<file path="src/rtl/puf_drv_pkg.sv">
// -----------------------------------------------------------------------------
// puf_drv_pkg
// Shared definitions for the PUF challenge driver:
//   - state_t        : driver FSM states
//   - LFSR_TAP       : Galois tap mask for x^128 + x^29 + x^27 + x^2 + 1
//   - DEF_A_OPERAND  : default constant operand a
//   - DEF_B_OPERAND  : default constant operand b
//   - galois_step()  : one right-shifting Galois LFSR step
// -----------------------------------------------------------------------------
package puf_drv_pkg;

    typedef enum logic [2:0] {
        IDLE   = 3'd0,
        ARM    = 3'd1,
        FIRE   = 3'd2,
        SAMPLE = 3'd3,
        OUT    = 3'd4,
        NEXT   = 3'd5
    } state_t;

    // Right-shifting Galois form: a term x^k of the polynomial maps to tap
    // bit k-1; the x^0 term is the bit shifted out of position 0.
    localparam logic [127:0] LFSR_TAP = (128'h1 << 127) | (128'h1 << 28) |
                                        (128'h1 << 26)  | (128'h1 << 1);

    localparam logic [15:0] DEF_A_OPERAND = 16'hFFFF;
    localparam logic [15:0] DEF_B_OPERAND = 16'h0001;

    function automatic logic [127:0] galois_step(input logic [127:0] s);
        return s[0] ? ((s >> 1) ^ LFSR_TAP) : (s >> 1);
    endfunction

endpackage

</file>
<file path="src/rtl/puf_lfsr128.sv">
// -----------------------------------------------------------------------------
// puf_lfsr128
// 128-bit Galois LFSR that generates the challenge sequence.
// Ports:
//   clk, reset : clock, asynchronous active-high reset (state clears to 0)
//   load       : load seed (an all-zero seed is replaced by 128'h1 so the
//                register never locks up)
//   step       : advance one Galois step (ignored while load is high)
//   seed       : seed value
//   state      : current LFSR contents
// -----------------------------------------------------------------------------
module puf_lfsr128
    import puf_drv_pkg::*;
(
    input  logic         clk,
    input  logic         reset,
    input  logic         load,
    input  logic         step,
    input  logic [127:0] seed,
    output logic [127:0] state
);

    always_ff @(posedge clk or posedge reset) begin
        if (reset) begin
            state <= '0;
        end else if (load) begin
            state <= (seed == '0) ? 128'h1 : seed;
        end else if (step) begin
            state <= galois_step(state);
        end
    end

endmodule

</file>
<file path="src/rtl/puf_challenge_driver.sv">
// -----------------------------------------------------------------------------
// puf_challenge_driver
// Drives a sequence of LFSR-generated challenges into a PUF array, fires the
// array, captures each response and hands it out over a valid/ready port.
//
// Parameters: SETTLE_CYCLES (>=2), TRIG_CYCLES (>=1), A_OPERAND, B_OPERAND.
// Ports:
//   clk, reset            : clock, asynchronous active-high reset
//   start, num_chal, seed : run request (sampled in IDLE only) and its setup
//   challenge             : applied challenge, [63:0] top path, [127:64] bottom
//   trigger, puf_reset    : fire strobe and arbiter clear to the array
//   a_op, b_op            : constant operands
//   response              : PUF response bits
//   rsp_valid/rsp_ready   : output handshake; rsp_data/rsp_index payload
//   busy, done            : run in progress; one-cycle end-of-run pulse
//   dbg_state             : current FSM state for observation
//
// Handshake: a beat transfers on the rising edge where rsp_valid && rsp_ready;
// rsp_valid, rsp_data and rsp_index stay constant from the rise of rsp_valid
// until that edge, and rsp_valid drops right after it.
//
// Optional feature: define PUF_MAJORITY_VOTE_EN to fire each challenge three
// times and report the bitwise 2-of-3 majority of the three responses.
//
// All array-facing and handshake outputs are registered from the current
// state, so they appear one cycle after the state is entered. That lag gives
// the trigger rise SETTLE_CYCLES+1 cycles after start acceptance and rsp_valid
// TRIG_CYCLES+1 cycles after the trigger rise. The response is sampled on the
// edge that drops trigger.
// -----------------------------------------------------------------------------
module puf_challenge_driver
    import puf_drv_pkg::*;
#(
    parameter int unsigned SETTLE_CYCLES = 8,
    parameter int unsigned TRIG_CYCLES   = 4,
    parameter logic [15:0] A_OPERAND     = DEF_A_OPERAND,
    parameter logic [15:0] B_OPERAND     = DEF_B_OPERAND
) (
    input  logic         clk,
    input  logic         reset,
    input  logic         start,
    input  logic [15:0]  num_chal,
    input  logic [127:0] seed,
    output logic [127:0] challenge,
    output logic         trigger,
    output logic [15:0]  a_op,
    output logic [15:0]  b_op,
    output logic         puf_reset,
    input  logic [15:0]  response,
    output logic         rsp_valid,
    input  logic         rsp_ready,
    output logic [15:0]  rsp_data,
    output logic [15:0]  rsp_index,
    output logic         busy,
    output logic         done,
    output state_t       dbg_state
);

    localparam logic [15:0] SETTLE_LAST = 16'(SETTLE_CYCLES - 1);
    localparam logic [15:0] TRIG_LAST   = 16'(TRIG_CYCLES - 1);

    state_t        state;
    state_t        next_state;
    logic [15:0]   cnt;
    logic [15:0]   index;
    logic [15:0]   num_chal_r;
    logic [127:0]  lfsr_state;
    logic          accept;
    logic          last;
    logic          handshake;
    logic          final_pass;

    assign a_op      = A_OPERAND;
    assign b_op      = B_OPERAND;
    assign dbg_state = state;

    assign accept    = (state == IDLE) && start;
    assign last      = (index == (num_chal_r - 16'd1));
    assign handshake = rsp_valid && rsp_ready;

`ifdef PUF_MAJORITY_VOTE_EN
    logic [1:0]  pass;
    logic [15:0] vote0;
    logic [15:0] vote1;

    assign final_pass = (pass == 2'd2);

    always_ff @(posedge clk or posedge reset) begin
        if (reset) begin
            pass  <= 2'd0;
            vote0 <= '0;
            vote1 <= '0;
        end else if (accept) begin
            pass <= 2'd0;
        end else if (state == SAMPLE) begin
            case (pass)
                2'd0:    vote0 <= response;
                2'd1:    vote1 <= response;
                default: ;
            endcase
            pass <= final_pass ? 2'd0 : pass + 2'd1;
        end
    end
`else
    assign final_pass = 1'b1;
`endif

    puf_lfsr128 u_lfsr (
        .clk   (clk),
        .reset (reset),
        .load  (accept),
        .step  ((state == NEXT) && !last),
        .seed  (seed),
        .state (lfsr_state)
    );

    // Next-state logic
    always_comb begin
        next_state = state;
        case (state)
            IDLE:    if (start && (num_chal != 16'd0)) next_state = ARM;
            ARM:     if (cnt == SETTLE_LAST) next_state = FIRE;
            FIRE:    if (cnt == TRIG_LAST) next_state = SAMPLE;
            SAMPLE:  next_state = final_pass ? OUT : ARM;
            OUT:     if (handshake) next_state = NEXT;
            NEXT:    next_state = last ? IDLE : ARM;
            default: next_state = IDLE;
        endcase
    end

    // State register and phase counter (counts cycles spent in ARM / FIRE)
    always_ff @(posedge clk or posedge reset) begin
        if (reset) begin
            state <= IDLE;
            cnt   <= '0;
        end else begin
            state <= next_state;
            if (((state == ARM) || (state == FIRE)) && (next_state == state)) begin
                cnt <= cnt + 16'd1;
            end else begin
                cnt <= '0;
            end
        end
    end

    // Run bookkeeping
    always_ff @(posedge clk or posedge reset) begin
        if (reset) begin
            index      <= '0;
            num_chal_r <= '0;
        end else if (accept) begin
            index      <= '0;
            num_chal_r <= num_chal;
        end else if ((state == NEXT) && !last) begin
            index <= index + 16'd1;
        end
    end

    // Registered outputs
    always_ff @(posedge clk or posedge reset) begin
        if (reset) begin
            challenge <= '0;
            trigger   <= 1'b0;
            puf_reset <= 1'b1;
            rsp_valid <= 1'b0;
            rsp_data  <= '0;
            rsp_index <= '0;
            busy      <= 1'b0;
            done      <= 1'b0;
        end else begin
            trigger   <= (state == FIRE);
            puf_reset <= (state == ARM) && (cnt == 16'd0);
            rsp_valid <= (state == OUT) && !handshake;
            busy      <= (state != IDLE);
            done      <= (accept && (num_chal == 16'd0)) || ((state == NEXT) && last);
            if (state == ARM) begin
                challenge <= lfsr_state;
            end
            if ((state == SAMPLE) && final_pass) begin
`ifdef PUF_MAJORITY_VOTE_EN
                rsp_data <= (vote0 & vote1) | (vote0 & response) | (vote1 & response);
`else
                rsp_data <= response;
`endif
                rsp_index <= index;
            end
        end
    end

endmodule

</file>
<file path="config.mk">
export PLATFORM = sky130hd
export DESIGN_NAME = puf_challenge_driver
export DESIGN_NICKNAME = d
export VERILOG_FILES = /design/src/rtl/puf_drv_pkg.sv /design/src/rtl/puf_lfsr128.sv /design/src/rtl/puf_challenge_driver.sv
export SDC_FILE = /design/constraint.sdc
export NUM_CORES = 1
export LEC_CHECK = 0
export CAP_MARGIN = 15
export CORE_MARGIN = 2
export CORE_UTILIZATION = 50
export CTS_CLUSTER_DIAMETER = 80
export DETAILED_ROUTE_END_ITERATION = 10
export PLACE_DENSITY = 0.8
export SETUP_SLACK_MARGIN = 0.2
export SLEW_MARGIN = 20
export SYNTH_ARGS = -nofsm -noshare
export SYNTH_HDL_FRONTEND = slang
export SYNTH_HIERARCHICAL = 1
export SYNTH_SLANG_ARGS = --single-unit
</file>
<file path="constraint.sdc">
create_clock -name clk -period 9.4 [get_ports clk]
set_clock_uncertainty 0.2 [all_clocks]
set_input_delay 2.82 -clock clk [delete_from_list [all_inputs] [get_ports clk]]
set_output_delay 2.82 -clock clk [all_outputs]
set_load 0.02 [all_outputs]
</file>
==> metrics.txt, run 1 <==
PwrDens=335 nW/um^2; Rows=64; 1st-pass router iterations=5; postcts setup bufs=0; Post-Syn Area=15600 sq um; status=completed; Core Footprint=30600 sq um; Die H=180 microns; H-tree Lvls=2; Die Wd=180 microns; fraction of layout cells with a size suffix above 1=7.36%; CP Launch Point=start; Final Max Slew Viols=0; root buffer cell=clkbuf_16; unrepaired setup endpoints after global routing=no; worst min path class=reg -> reg; worst flop-to-flop path endpoint=u_lfsr/state[76]$_DFFE_PP0P_; die area=32600 sq um; crit-path cells=clkdlybuf4s50_1 -> nand2_1 -> inv_6 -> buf_6 -> o21ai_0; critical path data required time=9.54 ns; worst-margin pin slew=1.14 ns; clk_lat worst skew=0.51 ns; YS warnings=6; Setup crit end=u_lfsr/state[57]$_DFFE_PP0P_; crit path buf inv count=3; Tmin final=5.02 ns; CTS tree=yes; Cell variety after synth=60; DRT met1 WL=17.3 mm; Worst Setup End Kind=flip-flop; Clk pin slew, worst setup/hold paths=0.06 ns; Initial Util=50.9%; Slew HR=24.3%; Post-Syn Area per Cell=9.73 sq um; Final Wtd Congestion=0.865; reg-to-reg startpoint=num_chal_r[3]$_DFFE_PP0P_; # clock sinks=344; total CTS buffers=37; port buffer count=331; CP arrival=5.16 ns; routed via count=12700; crit-path max cell delay=0.63 ns; I/O Pins=364; final wirelength=42.6 mm; Vias/cell=5.47; Reg2Reg Setup Slack=5.50 ns; post-route DRC violation count=0; WL/cell=18.4 microns; CP Depth=5; vias in the first global route=12900; setup TNS=0 ns; Max Cap Viol=0; met2 routed WL=20.5 mm; Synth Instances=1601; fin worst setup slack=4.38 ns; r2r worst-path depth=10; total grt overflow=0; first-pass GRT wire length=68.4 mm; DP HPWL=29.1 mm; sequential fraction of the synthesis area=55.3%; fin crit share=53.4%; Peak VDD IR=0.000184 V; Critical Path Start Type=input port; final-report setup violation count=0; Top Family by Delay on Critical Path=buffers and inverters; maximum buffer depth of the clock tree=3; Hold Buf Count CTS=0; Async S/R FF share, synth=100%; GRT Overall Usage=25.8%; cell taking the most area after synthesis=dfrtp_1; most frequent cells after synthesis=583 x nand2_1, 343 x dfrtp_1, 134 x o21ai_0; final layout net count=2058; Final ANT Viol Nets=0; crit-path max FO=126; Post-synth EDFFs=0; Max Freq=0.199 GHz; most frequent cell after synthesis=nand2_1; Setup Slack @ Placement=3.66 ns; Detailed Route Iter0 Violations=869; Synth Register Bits=344; Area Overhead vs Synth=29.5%; ys flop type=dfrtp_1; top cell type's share of synthesized area=55.1%; CP max-delay cell=buf_6; largest net degree at the start of global routing=136; DR WL met3=3.24 mm; post_cts resized=0; largest cells by area after synthesis=dfrtp_1 55%, nand2_1 14%, mux2i_1 8.3%, o21ai_0 4.3%, mux2_2 2.2%; Top Metal Used=met4; kind of critical path=in -> reg; initial antenna violation count=2; leakage power=8.68 nW; final hold vios=0
[power breakdown]
group	switching, W	internal [W]
Sequential	0.000532	0.00214
Clock	0.000597	0.000841
Combinational	0.00149	0.00115
[layout make-up]
cell class,count,area (sq um)
antenna,2,5.00
clock buffer,50,1090
clock inverter,15,115
fill,2417,10400
inverter,12,62.6
multi-input combinational,1154,6370
sequential,344,8610
tap,396,495
timing repair buffer,341,3410
[metal layers]
layer / vias up / global-route usage (%)
met5: - / 0
met4: 0 / 9.29
met3: 96 / 5.74
met2: 541 / 42.6
met1: 6146 / 33.6
li1: 5877 / -
[worst min-delay path, delay by kind of cell (launching register included)]
family,cells,cell delay (ns)
and+or+nand+nor,2,0.10
DFF,1,0.34
[logic make-up (layout without fill, tap and decap cells)]
logic type,count (synthesis),count (layout),synth area share (%)
other cells,2,34,0.0482
simple gates,745,745,20.5
buf+inv,133,418,4.65
xor+xnor,38,38,2.14
fa+ha+maj,4,4,0.321
mux,160,160,10.5
compound gates,175,175,6.49
flops,344,344,55.3
[cells in the final DEF, fill, tap and decap left out, drive strengths merged, types with 5 or more instances in the layout]
cell,Yosys,routed
a21oi,13,13
and3,9,9
buf,53,10
clkbuf,68,50
clkdlybuf4s50,0,331
clkinv,0,13
conb,2,32
dfrtp,343,343
inv,12,13
mux2,31,31
mux2i,129,129
nand2,583,583
nand3,19,19
nand3b,7,7
nand4,16,16
nor2,27,27
nor3,5,5
nor3b,5,5
nor4,43,43
o21ai,137,137
o31ai,10,10
or3,6,6
or4,10,10
xnor2,21,21
xor2,17,17
[worst min-delay path by stage]
stage / startpoint / to / slack (ns) / cells past startpoint
CTS: challenge[63]$_DFFE_PP0P_ / challenge[63]$_DFFE_PP0P_ / 0.28 / 2
global placement: challenge[66]$_DFFE_PP0P_ / challenge[66]$_DFFE_PP0P_ / 0.26 / 2
finish: challenge[63]$_DFFE_PP0P_ / challenge[63]$_DFFE_PP0P_ / 0.27 / 2
global route: challenge[110]$_DFFE_PP0P_ / challenge[110]$_DFFE_PP0P_ / 0.30 / 2
detailed placement: challenge[104]$_DFFE_PP0P_ / challenge[104]$_DFFE_PP0P_ / 0.26 / 2
floorplan: cnt[0]$_DFF_PP0_ / cnt[0]$_DFF_PP0_ / 0.25 / 1
[per-stage QoR]
stage	hold WS, ns	cell area [sq um]	total power [W]	utilization (%)	std cells
after floorplan	0.247	15700	0.00413	-	1631
after CTS	0.276	20100	0.00679	65.9	2312
after global routing	0.297	20200	0.00717	65.9	2312
after detailed placement	0.261	18900	0.00532	61.9	2247
final	0.273	20200	0.00675	65.9	2314
after global placement	0.259	18900	0.00522	61.9	2247
[state kept, by name, indices dropped and copies added, names as in the netlist]
register      flops
challenge       128
u_lfsr/state    128
cnt              16
index            16
num_chal_r       16
rsp_data         16
rsp_index        16
dbg_state         3
busy              1
done              1
puf_reset         1
rsp_valid         1
trigger           1
No activity file was read; power rests on OpenSTA's default activity.
==> inputs of run 2 (changes only) <==
Settings changed: CORE_UTILIZATION 50 to 46, PLACE_DENSITY 0.8 to 0.77.
Clock period 9.4 ns to 4.55 ns, I/O delays scaled along.
==> run 2 against run 1 <==
Effect of this change:
- flip-flop and latch count stayed put
- via count is 0.55% higher
- routed wire length is 3.2% higher
- clock power is 120% higher
- worst setup slack worse by 3.4 ns
- critical endpoint is now u_lfsr/state[41]$_DFFE_PP0P_
- largest power group is now combinational cells
==> metrics.txt, run 2 (synthesis gave the netlist of run 1 again) <==
status=completed; Worst Hold Path Cells=2 (unchanged); clk_lat worst skew=0.54 ns (+0.03 ns); Rows=67 (+4.7%); 1st-pass router iterations=5 (unchanged); Slew HR=33.8% (+9.5 points); postcts setup bufs=0 (unchanged); reg-to-reg startpoint=num_chal_r[3]$_DFFE_PP0P_; Reg2Reg Setup Slack=1.03 ns (-4.47 ns); Hold Buf Count CTS=0 (unchanged); crit-path max FO=35 (-72%); first-pass GRT wire length=69.9 mm (+2.1%); largest registers=challenge x128, u_lfsr/state x128; fraction of layout cells with a size suffix above 1=7.83% (+0.47 points); final hold vios=0 (unchanged); critical path data required time=4.73 ns (-4.81 ns); Tot Pwr=0.0141 W (+110%); Critical Path Start Type=flip-flop; routed via count=12700 (+0.55%); Vias/cell=5.35 (-2.2%); Worst Setup End Kind=flip-flop; total CTS buffers=39 (+5.4%); CP arrival=3.71 ns (-1.45 ns); CP dominant cell by count=mux2i_1; WL/cell=18.5 microns (+0.39%); largest net degree at the start of global routing=149 (+9.6%); Max Freq=0.284 GHz; Initial Util=46.5% (-4.4 points); PwrDens=691 nW/um^2 (+110%); maximum buffer depth of the clock tree=3 (unchanged); total grt overflow=0 (unchanged); Clk pin slew, worst setup/hold paths=0.06 ns (about the same); Tmin final=3.52 ns; Peak VDD IR=0.000396 V (+120%); H-tree Lvls=2 (unchanged); crit-path cells=nor4_4 -> nand3_1 -> mux2i_1 -> o31ai_2 -> a2111oi_4 -> nor2_4 -> buf_4 -> mux2i_1 -> o21ai_0; worst min path class=reg -> reg; # clock sinks=344 (unchanged); vias in the first global route=12800 (-0.47%); Final Wtd Congestion=0.884 (+2.2%); min-delay src=challenge[9]$_DFFE_PP0P_; root buffer cell=clkbuf_16; Final ANT Viol Nets=0 (unchanged); most frequent cells in the layout=582 x nand2_1, 343 x dfrtp_1, 331 x clkdlybuf4s50_1; r2r worst-path depth=9 (-1); worst-margin pin slew=0.984 ns (-0.151 ns); Core Footprint=33400 sq um (+9.3%); kind of critical path=reg -> reg; final-report setup violation count=0 (unchanged); Detailed Route Iter0 Violations=821 (-5.5%); I/O Pins=364 (unchanged); port buffer count=331 (unchanged); crit-path max cell delay=0.58 ns (-0.05 ns); Max Cap Viol=0 (unchanged); die area=35300 sq um (+8.5%); fin crit share=77.4%; final layout net count=2071 (+0.63%); post-route DRC violation count=0 (unchanged); Die Wd=188 microns (+4.2%); DP HPWL=30.7 mm (+5.5%); CTS tree=yes; hold worst-path end=challenge[9]$_DFFE_PP0P_; setup TNS=0 ns (unchanged); worst flop-to-flop path endpoint=u_lfsr/state[41]$_DFFE_PP0P_; leakage power=8.78 nW (+1.1%); Area Overhead vs Synth=31.3%; post_cts resized=0 (unchanged); Die H=188 microns (+4.2%); CP max-delay cell=buf_4; initial antenna violation count=2 (unchanged); final wirelength=43.9 mm (+3.2%); unrepaired setup endpoints after global routing=no; GRT Overall Usage=24.8% (-0.98 points); Final Max Slew Viols=0 (unchanged); commonest non-fill, non-tap cell in the layout=nand2_1; fillcell total=2736 (+13%)
==> run 2: final cells by class <==
cell class	count	area, sq um	area share (%)
well taps	448	561	2.74
inverters	12	57.6	0.281
clock inverters	12	135	0.661
diodes	1	2.50	0.0122
multi-input cells	1154	6370	31.2
repair buffers	352	3580	17.5
flip-flops and latches	344	8610	42.1
clock buffers	55	1130	5.51
==> run 2: layer usage <==
| metal | GRT usage (%) | wire length, microns | vias to the layer above |
|---|---|---|---|
| met3 | 7.19 | 3720 | 88 |
| met4 | 9.33 | 1560 | 2 |
| met2 | 40.8 | 21000 | 507 |
| li1 | - | - | 5891 |
| met5 | 0 | 16 | - |
| met1 | 31.2 | 17600 | 6242 |
==> run 2: how the worst max path moves through the flow <==
stage	start	end	slack (ns)	depth (start not counted)
3_3_place_gp	seed[23]	u_lfsr/state[0]$_DFFE_PP0P_	0.66	6
6_report	num_chal_r[3]$_DFFE_PP0P_	u_lfsr/state[41]$_DFFE_PP0P_	1.03	9
4_1_cts	num_chal_r[3]$_DFFE_PP0P_	u_lfsr/state[62]$_DFFE_PP0P_	1.04	9
2_1_floorplan	reset	busy$_DFF_PP0_	0.17	1
3_5_place_dp	num_chal[2]	cnt[4]$_DFF_PP0_	0.64	6
5_1_grt	num_chal_r[3]$_DFFE_PP0P_	u_lfsr/state[41]$_DFFE_PP0P_	0.79	9
==> run 2: per-stage QoR <==
stage	setup slack [ns]	area (sq um)	utilization (%)	hold slack, ns	instances
finish	1.03	20400	61.1	0.273	2378
global route	0.789	20400	61.1	0.295	2378
CTS	1.04	20400	61.0	0.275	2376
detailed placement	0.645	19200	57.3	0.261	2309
global placement	0.659	19200	57.3	0.256	2309
floorplan	0.174	15700	-	0.247	1631
==> run 2: power by group <==
part	switching (W)	total (W)	internal, W
clock network	0.00126	0.00310	0.00184
logic	0.00313	0.00554	0.00241
registers	0.00106	0.00549	0.00443
total	0.00545	0.0141	0.00868
==> run 2: critical path: cells and delay by family, from the launching register on <==
family                 cells  cell delay (ns)
and+or+nand+nor            3             1.03
buffers and inverters      1             0.58
AOI/OAI and AO/OA          3             0.60
muxes                      2             0.44
DFF                        1             0.48
==> inputs of run 3 (changes only) <==
Settings changed: CORE_UTILIZATION 46 to 50, PLACE_DENSITY 0.77 to 0.8.
Clock period 4.55 ns to 3.7 ns, I/O delays scaled along.
==> run 3 against run 2 <==
Effect of this change:
- design area shrank 0.51%
- critical path depth did not move
- final cell count fell by 2.1%
- fmax up 6.1%
- sequential share of layout area rose by 0.22 points
- clock power is 18% higher
- via count fell by 0.57%
- critical endpoint is now u_lfsr/state[0]$_DFFE_PP0P_
- sequential power up 24%
==> metrics.txt, run 3 (synthesis gave the netlist of run 1 again) <==
status=completed; GRT Overall Usage=25.9% (+1.1 points); total CTS buffers=37 (-5.1%); worst-margin pin slew=0.757 ns (-0.228 ns); post-route DRC violation count=0 (unchanged); most frequent cells in the layout=582 x nand2_1, 343 x dfrtp_1, 331 x clkdlybuf4s50_1; setup TNS=0 ns (unchanged); Tmin final=3.32 ns (-0.203 ns); total grt overflow=0 (unchanged); Initial Util=50.9% (+4.4 points); Clk pin slew, worst setup/hold paths=0.06 ns (about the same); cell count after placement=2262 (-2.0%); routed via count=12700 (-0.57%); final layout net count=2073 (+0.097%); WL/cell=18.3 microns (-1.1%); Multi-input gate area=6370 sq um (about the same); final core occ=66.5% (+5.4 points); commonest non-fill, non-tap cell in the layout=nand2_1; initial antenna violation count=1 (-1); # clock sinks=344 (unchanged); Final ANT Viol Nets=0 (unchanged); Worst Setup End Kind=flip-flop; worst min path class=reg -> reg; die area=32600 sq um (-7.8%); PwrDens=847 nW/um^2 (+23%); first-pass GRT wire length=68.4 mm (-2.1%); critical path data required time=3.87 ns (-0.86 ns); Net Sw Frac=38.4% (-0.12 points); r2r worst-path depth=9 (unchanged); I/O Pins=364 (unchanged); unrepaired setup endpoints after global routing=yes; register area=8610 sq um (unchanged); Hold Slack=0.273 ns (+0.000231 ns); Critical Path Start Type=flip-flop; Vias/cell=5.43 (+1.5%); 1st-pass router iterations=7 (+2); Detailed Route Iter0 Violations=890 (+8.4%); Non-Filler Instances=2329 (-2.1%); post_cts resized=0 (unchanged); Max Freq=0.301 GHz (+6.1%); Pint=0.0106 W (+22%); final-report setup violation count=0 (unchanged); Die H=180 microns (-4.0%); crit-path max FO=33 (-5.7%); clock power share=21.2% (-0.7 points); combinational group share of total power=39.4% (+0.2 points); fillcell total=2395 (-12%); root buffer cell=clkbuf_16; Peak VDD IR=0.000480 V (+21%); kind of critical path=reg -> reg; fraction of layout cells with a size suffix above 1=7.86% (+0.036 points); postcts setup bufs=0 (unchanged); vias in the first global route=12800 (-0.35%); port buffer count=331 (unchanged); maximum buffer depth of the clock tree=3 (unchanged); Max Cap Viol=0 (unchanged); Reg power frac=39.4% (+0.6 points); Worst Hold Path Cells=2 (unchanged); leakage power=8.77 nW (about the same); Rows=64 (-4.5%); CTS tree=yes; crit path buf inv count=1 (unchanged); Die Wd=180 microns (-4.0%); fin crit share=89.7% (+12 points); CP arrival=3.49 ns (-0.22 ns); Inserted Diodes=0 (-1); Area Overhead vs Synth=30.6%; final wirelength=42.5 mm (-3.2%); Core Footprint=30600 sq um (-8.5%); Hold Buf Count CTS=0 (unchanged); sw power=0.00662 W (+22%); Final Wtd Congestion=0.902 (+2.0%); CP Depth=9 (unchanged); clk_lat worst skew=0.51 ns (-0.03 ns); Final Max Slew Viols=0 (unchanged); Slew HR=49.6% (+16 points); crit-path max cell delay=0.49 ns (-0.09 ns); largest registers=challenge x128, u_lfsr/state x128; H-tree Lvls=2 (unchanged); final hold vios=0 (unchanged); Top Family by Delay on Critical Path=simple AND/OR/NAND/NOR gates; largest net degree at the start of global routing=129 (-13%); CP max-delay cell=or4_4; crit-path cells=or3_4 -> or4_4 -> a211oi_2 -> nand4_1 -> a2111oi_4 -> nor2_4 -> buf_4 -> a211oi_1 -> a31oi_1; DP HPWL=29.9 mm (-2.5%)
[run 3: cell types whose count changed in the layout (fill, tap and decap cells not counted), sizes merged]
cell / before / now
buf: 21 / 25
clkinvlp: 3 / 2
clkinv: 6 / 7
diode: 1 / 0
[run 3: layout make-up]
cell class	instances	area share [%]
clock buffers	55	5.33
flip-flops and latches	344	42.3
repair buffers	356	17.7
multi-input cells	1154	31.3
well taps	396	2.44
inverters	12	0.283
clock inverters	12	0.597
[run 3: per-stage QoR]
| stage | setup WS (ns) | total power [W] | area [sq um] |
|---|---|---|---|
| 2_1_floorplan | -0.421 | 0.0105 | 15700 |
| 3_3_place_gp | 0.000491 | 0.0133 | 19100 |
| 6_report | 0.381 | 0.0172 | 20300 |
| 3_5_place_dp | 0.0265 | 0.0136 | 19100 |
| 4_1_cts | 0.328 | 0.0173 | 20300 |
| 5_1_grt | 0.176 | 0.0183 | 20300 |
[run 3: power by group through the flow]
stage	registers [W]	logic, W	clock network, W
3_3_place_gp	0.00675	0.00659	0
2_1_floorplan	0.00744	0.00307	0
6_report	0.00680	0.00678	0.00365
5_1_grt	0.00701	0.00740	0.00389
3_5_place_dp	0.00680	0.00682	0
4_1_cts	0.00679	0.00684	0.00372
[run 3: path summary, 6_finish.rpt]
path                                           start                           to  slack, ns
min                        challenge[39]$_DFFE_PP0P_    challenge[39]$_DFFE_PP0P_       0.27
min in group asynchronous                      reset     challenge[6]$_DFFE_PP0P_       0.85
max                        num_chal_r[2]$_DFFE_PP0P_  u_lfsr/state[0]$_DFFE_PP0P_       0.38
max reg2reg                num_chal_r[2]$_DFFE_PP0P_  u_lfsr/state[0]$_DFFE_PP0P_       0.38
min reg2reg                challenge[39]$_DFFE_PP0P_    challenge[39]$_DFFE_PP0P_       0.27
max in group asynchronous                      reset    challenge[41]$_DFFE_PP0P_       1.66
[run 3: routing by layer]
metal	part of all wire, %	track usage, %	up-vias	wire, microns
li1	-	-	5907	-
met1	41	34.5	6167	17600
met2	49	43.3	503	20700
met3	7.3	5.25	79	3120
met4	2.6	7.23	2	1120
met5	0.026	0	-	11
[run 3: worst min-delay path, stage by stage (launching register included)]
cell,delay [ns]
dfrtp_1,0.34
nand2_1,0.05
nand2_1,0.05
